File: config.mk
export PLATFORM = sky130hd
export DESIGN_NAME = psum_collector
export DESIGN_NICKNAME = d
export VERILOG_FILES = /design/src/rtl/bitfusion_pkg.sv /design/src/rtl/psum_fifo.sv /design/src/rtl/psum_collector.sv
export SDC_FILE = /design/constraint.sdc
export NUM_CORES = 1
export LEC_CHECK = 0
export ABC_AREA = 0
export ABC_CLOCK_PERIOD_IN_PS = 6500
export CORE_AREA = 2 2 177 179
export DETAILED_ROUTE_END_ITERATION = 6
export DIE_AREA = 0 0 179 181
export PLACE_DENSITY = 0.64
export RECOVER_POWER = 25
export SYNTH_ARGS = -nofsm -noshare
export SYNTH_HDL_FRONTEND = slang
export SYNTH_SLANG_ARGS = --single-unit
File: constraint.sdc
create_clock -name clk -period 6.5 [get_ports clk]
set_input_delay 0.65 -clock clk [delete_from_list [all_inputs] [get_ports clk]]
set_output_delay 0.65 -clock clk [all_outputs]
set_load 0.05 [all_outputs]
File: src/rtl/bitfusion_pkg.sv
// Shared widths, collector state encoding and sign-extension helper for the fusion-unit column logic.
package bitfusion_pkg;

    localparam int PSUM_W_DEF = 19;
    localparam int ACC_W_DEF  = 32;
    localparam int SEXT_MAX_W = 64;

    typedef enum logic [1:0] {
        ST_IDLE  = 2'd0,
        ST_RUN   = 2'd1,
        ST_DRAIN = 2'd2
    } state_e;

    // Sign-extends the low w bits of v to SEXT_MAX_W bits; callers truncate to their width.
    function automatic logic [SEXT_MAX_W-1:0] sext(input logic [SEXT_MAX_W-1:0] v, input int w);
        logic signed [SEXT_MAX_W-1:0] t;
        t = $signed(v << (SEXT_MAX_W - w));
        return t >>> (SEXT_MAX_W - w);
    endfunction

endpackage

File: src/rtl/psum_fifo.sv
// Synchronous FIFO with first-word-fall-through head; a pop in the same cycle frees room for a push when full.
module psum_fifo #(
    parameter int W     = 32,
    parameter int DEPTH = 4
) (
    input  logic         clk,
    input  logic         rst_n,
    input  logic         push,
    input  logic [W-1:0] din,
    input  logic         pop,
    output logic         full,
    output logic         empty,
    output logic [W-1:0] dout
);
    localparam int AW = $clog2(DEPTH);

    logic [W-1:0] mem_q [DEPTH];
    logic [AW:0]  wr_ptr_q;
    logic [AW:0]  rd_ptr_q;
    logic         do_push;
    logic         do_pop;

    // Pointers carry one extra wrap bit to tell full from empty.
    assign empty   = (wr_ptr_q == rd_ptr_q);
    assign full    = (wr_ptr_q[AW] != rd_ptr_q[AW]) && (wr_ptr_q[AW-1:0] == rd_ptr_q[AW-1:0]);
    assign do_pop  = pop && !empty;
    assign do_push = push && (!full || do_pop);
    assign dout    = mem_q[rd_ptr_q[AW-1:0]];

    always_ff @(posedge clk or negedge rst_n) begin
        if (!rst_n) begin
            for (int i = 0; i < DEPTH; i++) begin
                mem_q[i] <= '0;
            end
            wr_ptr_q <= '0;
            rd_ptr_q <= '0;
        end else begin
            if (do_push) begin
                mem_q[wr_ptr_q[AW-1:0]] <= din;
                wr_ptr_q                <= wr_ptr_q + (AW+1)'(1);
            end
            if (do_pop) begin
                rd_ptr_q <= rd_ptr_q + (AW+1)'(1);
            end
        end
    end

endmodule

File: src/rtl/psum_collector.sv
// Accumulates acc_len column partial sums per output word and queues num_out words per job.
// Define PSUM_COLLECTOR_RELU_EN to clamp negative words to zero at the FIFO push.
module psum_collector
    import bitfusion_pkg::*;
#(
    parameter int PSUM_W     = PSUM_W_DEF,
    parameter int ACC_W      = ACC_W_DEF,
    parameter int CNT_W      = 8,
    parameter int FIFO_DEPTH = 4
) (
    input  logic              clk,
    input  logic              rst_n,
    input  logic              start,
    input  logic [CNT_W-1:0]  acc_len,
    input  logic [CNT_W-1:0]  num_out,
    input  logic              psum_valid,
    input  logic [PSUM_W-1:0] psum_in,
    output logic              out_valid,
    input  logic              out_ready,
    output logic [ACC_W-1:0]  out_data,
    output logic              busy,
    output logic              done,
    output logic              ovf_err
);
    state_e            state_q;
    logic [ACC_W-1:0]  acc_q;
    logic [ACC_W-1:0]  acc_d;
    logic [CNT_W-1:0]  beat_cnt_q;
    logic [CNT_W-1:0]  word_cnt_q;
    logic [CNT_W-1:0]  acc_len_q;
    logic [CNT_W-1:0]  num_out_q;
    logic              done_q;
    logic              ovf_q;

    logic              accept;
    logic              last_beat;
    logic [ACC_W-1:0]  push_word;
    logic              fifo_full;
    logic              fifo_empty;
    logic              fifo_pop;

    // start takes priority over a coincident beat, which is dropped with the aborted job.
    assign accept    = (state_q == ST_RUN) && psum_valid && !start;
    assign last_beat = accept && (beat_cnt_q == acc_len_q - CNT_W'(1));
    assign acc_d     = acc_q + ACC_W'(sext(SEXT_MAX_W'(psum_in), PSUM_W));
    assign fifo_pop  = !fifo_empty && out_ready;

`ifdef PSUM_COLLECTOR_RELU_EN
    assign push_word = acc_d[ACC_W-1] ? '0 : acc_d;
`else
    assign push_word = acc_d;
`endif

    psum_fifo #(
        .W     (ACC_W),
        .DEPTH (FIFO_DEPTH)
    ) u_fifo (
        .clk   (clk),
        .rst_n (rst_n),
        .push  (last_beat),
        .din   (push_word),
        .pop   (fifo_pop),
        .full  (fifo_full),
        .empty (fifo_empty),
        .dout  (out_data)
    );

    always_ff @(posedge clk or negedge rst_n) begin
        if (!rst_n) begin
            state_q    <= ST_IDLE;
            acc_q      <= '0;
            beat_cnt_q <= '0;
            word_cnt_q <= '0;
            acc_len_q  <= '0;
            num_out_q  <= '0;
            done_q     <= 1'b0;
            ovf_q      <= 1'b0;
        end else begin
            done_q <= 1'b0;
            if (start) begin
                acc_len_q  <= (acc_len == '0) ? CNT_W'(1) : acc_len;
                num_out_q  <= num_out;
                acc_q      <= '0;
                beat_cnt_q <= '0;
                word_cnt_q <= '0;
                ovf_q      <= 1'b0;
                state_q    <= (num_out == '0) ? ST_DRAIN : ST_RUN;
            end else begin
                case (state_q)
                    ST_RUN: begin
                        if (last_beat) begin
                            acc_q      <= '0;
                            beat_cnt_q <= '0;
                            word_cnt_q <= word_cnt_q + CNT_W'(1);
                            if (fifo_full && !fifo_pop) begin
                                ovf_q <= 1'b1;
                            end
                            if (word_cnt_q == num_out_q - CNT_W'(1)) begin
                                state_q <= ST_DRAIN;
                            end
                        end else if (accept) begin
                            acc_q      <= acc_d;
                            beat_cnt_q <= beat_cnt_q + CNT_W'(1);
                        end
                    end
                    ST_DRAIN: begin
                        if (fifo_empty) begin
                            done_q  <= 1'b1;
                            state_q <= ST_IDLE;
                        end
                    end
                    default: begin
                    end
                endcase
            end
        end
    end

    assign out_valid = !fifo_empty;
    assign busy      = (state_q != ST_IDLE);
    assign done      = done_q;
    assign ovf_err   = ovf_q;

endmodule

==> run_results.csv, run 1 <==
group,metric,value,unit
outcome,status,"finished, violations left",
outcome,violations,"capacitance limit, slew limit",
yosys,yosys_warnings,0,
timing,max_freq,221,MHz
cts,hold_buffers,0,
routing,avgViaCountPerCell,5.05,
routing,wl_per_cell,15.8,um
cts,path_clk_slew,0.06,ns
setup_path,crit_path_end_kind,"flop",
timing,setup_ws,1.98,ns
power,p_leak,5.38,nW
final_layout,fin_cells,1483,
final_layout,fin_util,40.6,%
die,coreArea,30300,um^2
timing,fin_crit,4.52,ns
global_route,grt_pass1_wl,39200,um
global_route,antenna_found_initial,0,
yosys,syn-cell-area,10500,um^2
final_layout,regArea,5060,um^2
cts,ctsResizeCount,0,
routing,first_pass_iters,4,
placed_design,dp.cells,1447,
yosys,syn_nets,1103,
yosys,ys.flop_type,"dfrtp_1",
setup_path,worstSetupStartpointType,"input pin",
yosys,ys_seq_area_share,48.2,%
final_layout,nNetsFinal,1155,
final_layout,fill_cells,2869,
cts,clock_path_buffers,3,
global_route,gr-total-overflow,0,
placed_design,place_congestion,0.831,
setup_path,reg2reg_from,"acc_len_q[0]",
cts,cts_setup_buffers,0,
yosys,synth_edf_count,0,
yosys,async_reset_ff_share,100,%
timing,period_share,69.6,%
cts,cts_sinks,202,
placed_design,io_buffers,75,
final_layout,syn_to_final_growth,17.4,%
final_layout,drive_gt1_share,10.7,%
yosys,synth_cell_types,62,
global_route,grtUsageTotal,14.8,%
die,die_width,179,um
run,drv_cap,2,
timing,finalHoldViolCount,0,
timing,rsz0062_at_grt,"no",
timing,relSlewSlack,-185,%
cts,htreeDepth,1,
placed_design,dp_hpwl,16000,um
cts,tritoncts,"built",
routing,drtAntennaViolNets,0,
hold_path,hold_class,"flop to flop",
timing,tightestPinTransition,4.27,ns
global_route,first_global_vias,7536,
setup_path,crit_fanout,60,
setup_path,cp.arrival,4.89,ns
die,initial_utilization,34.6,%
die,rows,64,
hold_path,hold_depth,2,
routing,drtIter0Drc,391,
cts,cts_inserted_buffers,21,
setup_path,crit_path_start,"start",
timing,setup_viol,0,
final_layout,multi_input_area,5120,um^2
yosys,syn_area_per_cell,10.3,um^2
cts,worstSkewPairLatency,0.49,ns
hold_path,min-delay-start,"u_fifo.mem_q[97]",
yosys,ys_ff_latch,202,
placed_design,preCtsSetupSlack,2.18,ns
die,fp.dieH,181,um
timing,tns,0,ns
yosys,synthCells,1022,
routing,num_vias,7487,
power,p_per_area,282,nW/um^2
global_route,grt_max_degree,81,
die,dieArea,32400,um^2
routing,drc,0,
timing,finalClockSkew,0.00935,ns
final_layout,diodes,0,
routing,finalWirelength,23400,um
die,io_pins,76,
cts,cts_root_buf,"clkbuf_16",
setup_path,reg2reg_depth,9,
timing,final_max_slew_viol_count,120,
setup_path,path_class,"input pin to flop",
power,peakVddDrop,0.146,mV
setup_path,required,6.87,ns
per-stage QoR:
stage / area (um^2) / total power (W) / hold slack [ns]
global route: 12300 / 0.00365 / 0.496
global placement: 11600 / 0.00216 / 0.456
detailed placement: 11600 / 0.00217 / 0.465
finish: 12300 / 0.00348 / 0.475
CTS: 12300 / 0.00352 / 0.214
floorplan: 10500 / 0.00194 / 0.354
logic make-up (layout without fill, tap and decap cells):
kind of cell,count (synthesis),after routing,share of synthesized area (%)
buffers and inverters,74,139,3.08
xor gates and xnor gates,66,66,5.64
DFF,202,202,48.2
muxes,70,70,10.9
adders and majority gates,41,41,4.96
and+or+nand+nor,309,309,13.1
AOI/OAI and AO/OA,260,260,14.1
per-layer routing:
layer	track usage, %	wire, um	part of all wire [%]	vias to the layer above
li1	-	-	-	3727
met1	20.5	11100	47	3639
met2	24.8	11300	48	96
met3	1.64	714	3.0	25
met4	3.45	378	1.6	0
met5	0	0	0	-
final timing paths:
path                                    end  slack [ns]
max reg2reg                u_fifo.mem_q[29]        2.65
min                        u_fifo.mem_q[97]        0.48
min reg2reg                u_fifo.mem_q[97]        0.48
max                        u_fifo.mem_q[29]        1.98
max in group asynchronous  u_fifo.mem_q[48]        2.34
min in group asynchronous      num_out_q[7]        1.67
flip-flops by register name (all words and copies together), names as in the netlist:
name	count
u_fifo.mem_q	128
acc_q	32
acc_len_q	8
beat_cnt_q	8
num_out_q	8
word_cnt_q	8
u_fifo.rd_ptr_q	3
u_fifo.wr_ptr_q	3
state_q	2
done	1
ovf_err	1
cell usage after synthesis, types with 9 or more instances:
| cell type | n | area [um^2] |
|---|---|---|
| xor2_1 | 25 | 219 |
| a21oi_1 | 34 | 170 |
| nand3_1 | 11 | 55.1 |
| nor3_1 | 10 | 50.1 |
| dfrtp_1 | 202 | 5050 |
| o21ai_0 | 168 | 841 |
| nor2_1 | 44 | 165 |
| xnor2_1 | 40 | 350 |
| ha_1 | 40 | 500 |
| and3_1 | 9 | 56.3 |
| nand2_1 | 182 | 683 |
| inv_1 | 21 | 78.8 |
| clkbuf_1 | 37 | 139 |
| mux2_2 | 35 | 394 |
| mux4_2 | 32 | 721 |
cells in the final DEF (no fill, tap or decap), drive strengths merged, types with 29 or more instances in the layout:
| cell type | count |
|---|---|
| o21ai | 171 |
| nand2 | 186 |
| clkbuf | 29 |
| clkdlybuf4s50 | 73 |
| nor2 | 44 |
| mux4 | 32 |
| dfrtp | 202 |
| xnor2 | 40 |
| a21oi | 34 |
| ha | 40 |
| mux2 | 35 |
critical path, cell delays in order:
cell and delay (ns):
dlygate4sd3_1 0.53, clkbuf_1 0.67, or4_1 0.74, nor4b_1 0.27, o211a_1 0.40, and2_1 0.38
nand2_2 0.70, mux2_2 0.54
layout make-up:
class / instances / share of cell area [%]
inverters: 21 / 0.640
multi-input cells: 746 / 41.6
well taps: 396 / 4.02
flip-flops and latches: 202 / 41.1
clock inverters: 9 / 1.59
repair buffers: 82 / 6.44
clock buffers: 27 / 4.61
where the power goes:
group	switching [W]	internal, W	leakage (nW)
clock network	0.000487	0.000853	0.374
registers	0.0000924	0.00132	2.75
logic	0.000429	0.000299	2.25
total	0.00101	0.00247	5.38
(Power assumes the default switching activity.)
==> run 2: changes to the inputs <==
- ABC_CLOCK_PERIOD_IN_PS: 6500 -> 4480
- clock period: 6.5 -> 4.48 ns (I/O delays scaled with it)
==> run_results.csv, run 2 (synthesis results as in run 1) <==
group,metric,value,unit
setup_path,worst-path-buf-inv,2,
setup_path,cp.arrival,3.88,ns
global_route,grt_max_degree,124,
final_layout,nNetsFinal,1165,
setup_path,crit_path_start,"acc_len_q[0]",
die,rows,64,
routing,num_vias,7652,
cts,path_clk_slew,0.06,ns
routing,drtAntennaViolNets,0,
power,p_per_area,400,nW/um^2
die,coreArea,30300,um^2
global_route,globalRouteMet2Util,25.1,%
placed_design,dp.cells,1454,
run,drv_cap,1,
setup_path,r2r_end,"u_fifo.mem_q[12]",
timing,setup_viol,0,
global_route,gr-total-overflow,0,
cts,hold_buffers,0,
routing,wl_per_cell,16.2,um
global_route,grtUsageTotal,15.3,%
die,initial_utilization,34.6,%
die,io_pins,76,
die,dieArea,32400,um^2
global_route,antenna_found_initial,1,
timing,max_freq,284,MHz
final_layout,largest_reg_flops,128,
placed_design,dp_hpwl,16600,um
timing,tns,0,ns
power,total_power,0.00494,W
setup_path,crit_fanout,32,
setup_path,reg2reg_slack,0.96,ns
setup_path,required,4.84,ns
timing,finalClockSkew,0.0111,ns
cts,ctsResizeCount,0,
timing,final_max_slew_viol_count,123,
cts,cts_root_buf,"clkbuf_16",
routing,finalWirelength,24200,um
setup_path,crit_family,"simple AND/OR/NAND/NOR gates",
final_layout,finalInstanceArea,12400,um^2
final_layout,final_cell_mix,"dfrtp_1, nand2_1, o21ai_0",
placed_design,io_buffers,75,
cts,cts_sinks,202,
outcome,violations,"capacitance limit, slew limit",
routing,avgViaCountPerCell,5.11,
cts,tritoncts,"built",
setup_path,cp.depth,11,
setup_path,crit_chain,"inv_1, ha_1, xnor2_1, or4_1, nor4b_1, o211a_1, and2_1, nand2_2, buf_4, nand2_1, o21ai_0",
cts,htreeDepth,1,
setup_path,cp-endpoint,"u_fifo.mem_q[12]",
die,fp.dieH,181,um
global_route,grt_pass1_wl,40200,um
hold_path,hold_depth,2,
placed_design,place_congestion,0.836,
cts,cts_setup_buffers,0,
cts,clock_path_buffers,3,
cts,worstSkewPairLatency,0.51,ns
outcome,status,"finished, violations left",
setup_path,path_class,"flop to flop",
setup_path,crit_path_end_kind,"flop",
final_layout,drive_gt1_share,11.6,%
timing,period_share,78.6,%
setup_path,slowest_stage,"or4_1",
timing,fin_crit,3.52,ns
power,peakVddDrop,0.253,mV
power,p_leak,5.40,nW
timing,finalHoldViolCount,0,
final_layout,fin_cells,1496,
final_layout,layout_commonest_cell,"dfrtp_1",
final_layout,top_register,"u_fifo.mem_q",
timing,relSlewSlack,-106,%
placed_design,preCtsSetupSlack,0.591,ns
final_layout,largestRegisters,"u_fifo.mem_q: 128 flops, acc_q: 32 flops",
hold_path,hold_class,"flop to flop",
setup_path,critPathMaxStageDelay,0.51,ns
cts,cts_inserted_buffers,24,
global_route,first_global_vias,7797,
setup_path,reg2reg_depth,11,
die,die_width,179,um
timing,tightestPinTransition,3.10,ns
global_route,use_met1,21.1,%
global_route,met3_usage,1.94,%
timing,rsz0062_at_grt,"no",
timing,setup_ws,0.958,ns
placed_design,placed_area,11600,um^2
global_route,globalRoute.busiestLayer,"met2",
setup_path,worstSetupStartpointType,"flop",
routing,drc,0,
final_layout,syn_to_final_growth,17.8,%
routing,drtIter0Drc,405,
setup_path,reg2reg_from,"acc_len_q[0]",
routing,first_pass_iters,5,
-- run 2: layout make-up --
| cell class | count | area, um^2 |
|---|---|---|
| Clock inverter | 7 | 43.8 |
| Multi-Input combinational cell | 746 | 5120 |
| Antenna cell | 1 | 2.50 |
| Tap cell | 396 | 495 |
| Inverter | 21 | 78.8 |
| Sequential cell | 202 | 5060 |
| Fill cell | 2896 | 18000 |
| Timing Repair Buffer | 89 | 863 |
| Clock buffer | 34 | 689 |
-- run 2: routing by layer --
metal / routed length (um) / share of wire [%]
met1: 11200 / 47
met3: 895 / 3.7
met4: 580 / 2.4
met5: 0 / 0
met2: 11500 / 47
-- run 2: metrics by stage --
step / util, % / hold WS (ns)
after floorplan: - / 0.152
after global placement: 38.3 / 0.456
after detailed placement: 38.3 / 0.465
after CTS: 40.7 / 0.150
after global routing: 40.7 / 0.505
final: 40.7 / 0.474
-- run 2: worst min-delay path by stage --
stage	startpoint	end
5_1_grt	u_fifo.mem_q[87]	u_fifo.mem_q[87]
3_3_place_gp	u_fifo.mem_q[76]	u_fifo.mem_q[76]
6_report	u_fifo.mem_q[89]	u_fifo.mem_q[89]
4_1_cts	rst_n	num_out_q[4]
3_5_place_dp	u_fifo.mem_q[39]	u_fifo.mem_q[39]
2_1_floorplan	rst_n	acc_len_q[0]
-- run 2: worst min-delay path: cells and delay by family, from the launching register on --
family | cells | cell delay, ns
simple gates | 1 | 0.05
flops | 1 | 0.33
compound gates | 1 | 0.06
-- run 2: power by group --
part / switching (W) / internal, W / total (W)
clock network: 0.000749 / 0.00107 / 0.00181
registers: 0.000113 / 0.00191 / 0.00203
logic: 0.000656 / 0.000441 / 0.00110
total: 0.00152 / 0.00342 / 0.00494
